### src/rtl/instr_fetch_unit.sv
// Fetch stage for the RV32I core: issues sequential word fetches under a DEPTH-entry credit limit,
// queues in-order responses with their PC for decode, and flushes/drops stale data on redirect.
module instr_fetch_unit #(
   parameter logic [31:0] RESET_PC = 32'h0000_0000,
   parameter int unsigned DEPTH    = 4
) (
   input  logic        clk,
   input  logic        rst,
   output logic        imem_req_valid,
   input  logic        imem_req_ready,
   output logic [31:0] imem_req_addr,
   input  logic        imem_rsp_valid,
   input  logic [31:0] imem_rsp_data,
   input  logic        redirect_valid,
   input  logic [31:0] redirect_pc,
   output logic        id_valid,
   input  logic        id_ready,
   output logic [31:0] id_instr,
   output logic [31:0] id_pc
);
   localparam int unsigned   PW   = $clog2(DEPTH);
   localparam int unsigned   CW   = PW + 1;
   localparam logic [CW-1:0] FULL = CW'(DEPTH);

   logic          rst_q;
   logic [31:0]   fetch_pc;
   logic [31:0]   rsp_pc;
   logic [CW-1:0] count;
   logic [CW-1:0] inflight;
   logic [CW-1:0] drop_cnt;
   logic [PW-1:0] wr_ptr;
   logic [PW-1:0] rd_ptr;
   logic [31:0]   q_instr [DEPTH];
   logic [31:0]   q_pc    [DEPTH];

   logic [CW:0]   credit_used;
   logic          req_fire;
   logic          deq;
   logic          enq;
   logic          drop;
   logic [CW-1:0] inflight_next;

   // NOTE: every signal is assigned unconditionally at the top of this block, so no latch can be inferred.
   always_comb begin
      credit_used    = {1'b0, count} + {1'b0, inflight};
      imem_req_valid = !rst_q && !redirect_valid && (credit_used < {1'b0, FULL});
      imem_req_addr  = fetch_pc;
      req_fire       = imem_req_valid && imem_req_ready;
      id_valid       = (count != '0) && !redirect_valid;
      deq            = id_valid && id_ready;
      enq            = imem_rsp_valid && (drop_cnt == '0) && !redirect_valid;
      drop           = imem_rsp_valid && (drop_cnt != '0);
      // Every response returns a credit, whether it is kept, dropped or lands in a redirect cycle.
      inflight_next  = inflight + CW'(req_fire) - CW'(imem_rsp_valid);
      id_instr       = q_instr[rd_ptr];
      id_pc          = q_pc[rd_ptr];
   end

   // Holds off requests for the first cycle after any reset cycle.
   always_ff @(posedge clk) begin
      rst_q <= rst;
   end

   // NOTE: state registers use non-blocking assignments so every flop samples pre-edge values.
   always_ff @(posedge clk) begin
      if (rst) begin
         fetch_pc <= RESET_PC;
         rsp_pc   <= RESET_PC;
         count    <= '0;
         inflight <= '0;
         drop_cnt <= '0;
         wr_ptr   <= '0;
         rd_ptr   <= '0;
      end else begin
         inflight <= inflight_next;
         if (redirect_valid) begin
            // Responses still owed by memory after this cycle belong to the old path.
            fetch_pc <= redirect_pc & ~32'd3;
            rsp_pc   <= redirect_pc & ~32'd3;
            count    <= '0;
            wr_ptr   <= '0;
            rd_ptr   <= '0;
            drop_cnt <= inflight_next;
         end else begin
            if (req_fire) fetch_pc <= fetch_pc + 32'd4;
            if (drop)     drop_cnt <= drop_cnt - CW'(1);
            if (enq) begin
               rsp_pc <= rsp_pc + 32'd4;
               wr_ptr <= wr_ptr + PW'(1);
            end
            if (deq)      rd_ptr <= rd_ptr + PW'(1);
            count <= count + CW'(enq) - CW'(deq);
         end
      end
   end

   // NOTE: queue storage is reset so id_instr/id_pc read as zero until the first entry arrives.
   always_ff @(posedge clk) begin
      if (rst) begin
         q_instr <= '{default: '0};
         q_pc    <= '{default: '0};
      end else if (enq) begin
         q_instr[wr_ptr] <= imem_rsp_data;
         q_pc[wr_ptr]    <= rsp_pc;
      end
   end

   // The credit limit makes this unreachable; a hit means the credit logic is broken.
   assert property (@(posedge clk) disable iff (rst) !(enq && (count == FULL) && !deq));

endmodule

### config.mk
export PLATFORM = sky130hd
export DESIGN_NAME = instr_fetch_unit
export DESIGN_NICKNAME = d
export VERILOG_FILES = /design/src/rtl/instr_fetch_unit.sv
export SDC_FILE = /design/constraint.sdc
export NUM_CORES = 1
export LEC_CHECK = 0
export CORE_ASPECT_RATIO = 1.2
export CORE_UTILIZATION = 30
export DETAILED_ROUTE_END_ITERATION = 8
export GPL_TIMING_DRIVEN = 1
export SYNTH_ARGS = -nofsm -noshare
export SYNTH_HDL_FRONTEND = slang
export SYNTH_SLANG_ARGS = --single-unit
export TNS_END_PERCENT = 1
### constraint.sdc
create_clock -name clk -period 3.7 [get_ports clk]
set_clock_uncertainty 0.05 [all_clocks]
set_input_delay 0.74 -clock clk [delete_from_list [all_inputs] [get_ports clk]]
set_output_delay 0.74 -clock clk [all_outputs]
set_load 0.05 [all_outputs]
# Word level (Yosys, flattened, before mapping)
# Index checks and enable logic that the tools add are counted.
# classes
n_bitwise	2
reduce_logical	18
addsub	10
mux	16
magnitude_cmp	4
# ops
operator	n
$mux W32	9
$bwmux W128	2
$bmux W32 S2	2
$add A32 B3 Y32 const B	2
$demux W32 S2	1
$logic_and A1 B1 Y1	9
$add A3 B1 Y3	2
$ge A3 B3 Y1 const B	2
$mux W3	2
$not A2 Y3	2
$reduce_bool A2 Y1	3
$reduce_bool A3 Y1	2
$sub A3 B1 Y3	2
$add A2 B1 Y2 const B	2
$add A3 B3 Y4	1
$lt A4 B3 Y1 const B	1
$logic_not A3 Y1	1
$lt A3 B1 Y1 const B	1
$sub A3 B1 Y3 const B	1
$logic_not A1 Y1	2
$reduce_or A2 Y1	1
# totals
regBits	334
wordCells	68
in_bits	70

# Depth between registers and ports, before layout
# depth
depth_word	7
mapped_depth	15
ltp_nobuf	12

# Worst setup path before layout
# No wires, ideal clock.
# synth_path
path_type	input port to flip-flop
from	input port redirect_valid
to	register drop_cnt[2]
setup_slack_ps	714
required_ps	3523
setup_ps	127
stages	15
arrival_ps	2808
cell_sequence	clkbuf_1 > inv_1 > and4_1 > buf_4 > inv_2 > buf_2 > buf_2 > ha_1 > inv_1 > ha_1 > fa_1 > xnor2_1 > nor2_1 > nand2_1 > o21ai_0
# synth_between
elab_chain_len	7
word_cells_on_any_way	8
# synth_rtl
element	line_no	rtl
start, declared	14	input logic redirect_valid,
$logic_not A1 Y1	46	imem_req_valid = !rst_q && !redirect_valid && (credit_used < {1'b0, FULL});
$logic_and A1 B1 Y1 (2 in a row)	46	
$logic_and A1 B1 Y1	48	req_fire = imem_req_valid && imem_req_ready;
$add A3 B1 Y3	54	inflight_next = inflight + CW'(req_fire) - CW'(imem_rsp_valid);
$sub A3 B1 Y3	54	
$mux W3	76	if (redirect_valid) begin
end signal, assigned	83	drop_cnt <= inflight_next;
end signal, assigned	86	if (drop) drop_cnt <= drop_cnt - CW'(1);
end, declared	30	logic [CW-1:0] drop_cnt;
# Parallel ways exist; a longest one is shown, timed or not.
# A chain may end at the register's enable or synchronous reset.

# Worst setup path in the final report
# layout_path
from	register rd_ptr[1]
to	output port id_instr[19]
# layout_between
elab_chain_len	4
# layout_rtl
element	line_no	rtl
start, declared	32	logic [PW-1:0] rd_ptr;
start signal, assigned	91	if (deq) rd_ptr <= rd_ptr + PW'(1);
$not A2 Y3 (implied by the code)	55	id_instr = q_instr[rd_ptr];
$bmux W32 S2	55	
$mux W32 (implied by the code) (2 in a row)	55	
end, declared	18	output logic [31:0] id_instr,
# Every way passes these cells. The select of a mux whose other input is x is not followed.

==> results.cfg <==
[layout]
post-route-util_pct = 37.8
fillers = 4641
multi_input_comb_area_um2 = 7020
drive_above_1_share_pct = 10.1
syn2layout_area_growth_pct = 23.5
diodes = 0
final_nets = 1852
layout.cells.non_filler = 2406
seqCellArea_um2 = 6450

[logic_synthesis]
synth_largest_type_area_fraction_pct = 45.6
synth-main-ff-cell = dfxtp_1
syn-mean-instance-area_um2 = 8.44
synth.area.top_cells = dfxtp_1 46%, nand2_1 15%, mux4_2 9.9%
ffs_latches_synth = 322
synth_most_common_cell = nand2_1
cell_area_after_synthesis_um2 = 14100
post_synth_inst_count = 1676
synth.yosys.seq_area_share_pct = 45.6
synthDistinctLibCells = 59
synth-edff-count = 0
ys_async_sr_fraction_pct = 0
yosysTopAreaCell = dfxtp_1
synth.top_cells.by_count = 553 x nand2_1, 322 x dfxtp_1, 269 x a21oi_1
ys_warn_count = 0

[global_routing]
grt_start_max_net_pins = 116
via_count_of_the_first_global_routing_pass = 11800
antenna_found_initial = 0
grt_remaining_overflow = 0
track_usage_pct = 16.7
grt_pass1_wl_mm = 64.4

[flow_run]
drv_cap = 0

[floorplanning]
die_h_um = 240
rows = 86
dieArea_um2 = 48000
num_io_pins = 168
core_area_um2 = 46200
initial_utilization_pct = 30.6
chipWidth_um = 200

[sta]
worst_hold_slack_ns = 0.401
worst-slew-pin-transition_ns = 0.845
final.period_utilization_pct = 94.5
relSlewSlack_pct = 43.5
setup_violations = 0
tns_ns = 0
rsz0062_at_grt = false
report.final.slew_viol_count = 0
report.final.hold_viol_count = 0
maximum_operating_frequency_ghz = 0.286
finalCriticalPeriod_ns = 3.50

[drt]
avgRoutedWirePerCell_um = 16.9
vias = 12100
routed_wl_mm = 40.7
final_antenna_net_count = 0
firstDrtPassIters = 5
avgViaCountPerCell = 5.02
detail_route.iter0.violations = 816
remaining_drc_errors = 0

[critical_path]
endpoint_kind = primary output
critical_path_peak_fanout = 23
crit_buf_inv = 2
worst_path_arrival_ns = 2.71
crit_required_ns = 2.91
slowest_cell_on_the_critical_path = clkdlybuf4s50_1
path_cells = buf_12, mux4_2, clkdlybuf4s50_1
slowest_delay_ns = 0.74
crit_type = reg -> out
critPathLaunchType = flip-flop
cpLargestDelayFamily = buffers and inverters

[pwr]
report.power.total_mw = 8.27
ir_drop_uv = 288
power_per_cell_area_nw_per_um2 = 474
p_leak_nw = 5.65

[place]
place_hpwl_mm = 24.9
gp_routability_congestion = 0.812
port_buffers = 161
dp.cells = 2343

[cts]
htree_num_levels = 2
root_buffer = clkbuf_16
cts-buffers-inserted = 37
clock_insertion_delay_worst_skew_ns = 0.53
cts_hold_repair.buffers = 0
cts_tree = built
cts_sinks = 322
post_cts_buffers = 0
clk_transition_reported_paths_ns = 0.06
cts_repair_resize_count = 0
cts_max_path_buffers = 3

[min_path]
min-delay-path-class = reg -> reg

[status]
outcome = finished, final reports clean
-- worst paths after layout --
kind | to | slack, ns | start | cells after the start
worst max-delay path | id_instr[19] | 0.20 | rd_ptr[1] | 3
worst min-delay path | q_pc[22] | 0.40 | q_pc[22] | 2
worst max register to register | drop_cnt[2] | 1.04 | count[2] | 12
worst min register to register | q_pc[22] | 0.40 | q_pc[22] | 2
-- flip-flops by register name, indices dropped and copies added, names as in the netlist --
| name | count |
|---|---|
| count | 3 |
| drop_cnt | 3 |
| imem_req_addr | 30 |
| inflight | 3 |
| q_instr | 128 |
| q_pc | 120 |
| rd_ptr | 2 |
| rsp_pc | 30 |
| rst_q | 1 |
| wr_ptr | 2 |
-- cells in the final DEF, fill, tap and decap left out, types with 7 or more instances in the layout --
master           synthesis  final
clkdlybuf4s50_1          0    158
buf_12                   0     13
buf_4                    5     18
and3_1                  12      8
o21ai_0                 15     15
inv_1                   27     26
dfxtp_1                322    320
ha_1                    14     14
xor2_1                  15     15
a31oi_1                 22     22
xnor2_1                 25     25
a21boi_0                12     12
clkbuf_16                0     37
nor2_1                  43     43
nor3_1                   9      9
a211oi_1                15     15
a21oi_1                269    269
nand2_1                553    549
mux4_2                  62     62
clkbuf_8                 0      7
nand4_1                 13     13
clkbuf_1               111      9
nand3_1                 24     24
-- layout make-up --
| type | instances | area share (%) |
|---|---|---|
| Tap cell | 616 | 4.41 |
| Inverter | 28 | 0.602 |
| Clock buffer | 52 | 5.97 |
| Multi-Input combinational cell | 1187 | 40.2 |
| Clock inverter | 11 | 0.444 |
| Timing Repair Buffer | 190 | 11.4 |
| Sequential cell | 322 | 37.0 |
-- cell families (layout without fill, tap and decap cells) --
kind of cell             after synthesis  in the layout  synth area share (%)
AO/OA/AOI/OAI                        356            356                  13.8
AND/OR/NAND/NOR                      708            708                  21.7
XOR/XNOR                              40             40                  2.48
adder cells (fa/ha/maj)               16             16                  1.52
buffers and inverters                170            281                  4.92
flip-flops                           322            322                  45.6
multiplexers                          63             63                  9.95
other                                  1              4                0.0265
-- power breakdown --
part / internal, mW / switching, mW
registers: 3.59 / 0.130
clock network: 1.97 / 1.43
logic: 0.435 / 0.720
-- layer usage --
layer	track usage (%)	vias up	share of wire (%)
met1	22.0	5800	44
met2	27.9	343	48
met3	2.46	59	5.3
met4	5.94	0	2.7
li1	-	5878	-
met5	0	-	0
-- tightest hold or removal path: stages (launching register included) --
cell and delay (ns):
dfxtp_1 0.31, nand2_1 0.05, a21oi_1 0.05
-- metrics by stage --
step	area (um^2)	setup slack, ns
floorplan	14100	0.714
global placement	16300	0.498
detailed placement	16300	0.512
CTS	17500	0.152
global route	17500	0.108
finish	17500	0.203
Power figures use the tool's default switching activity.
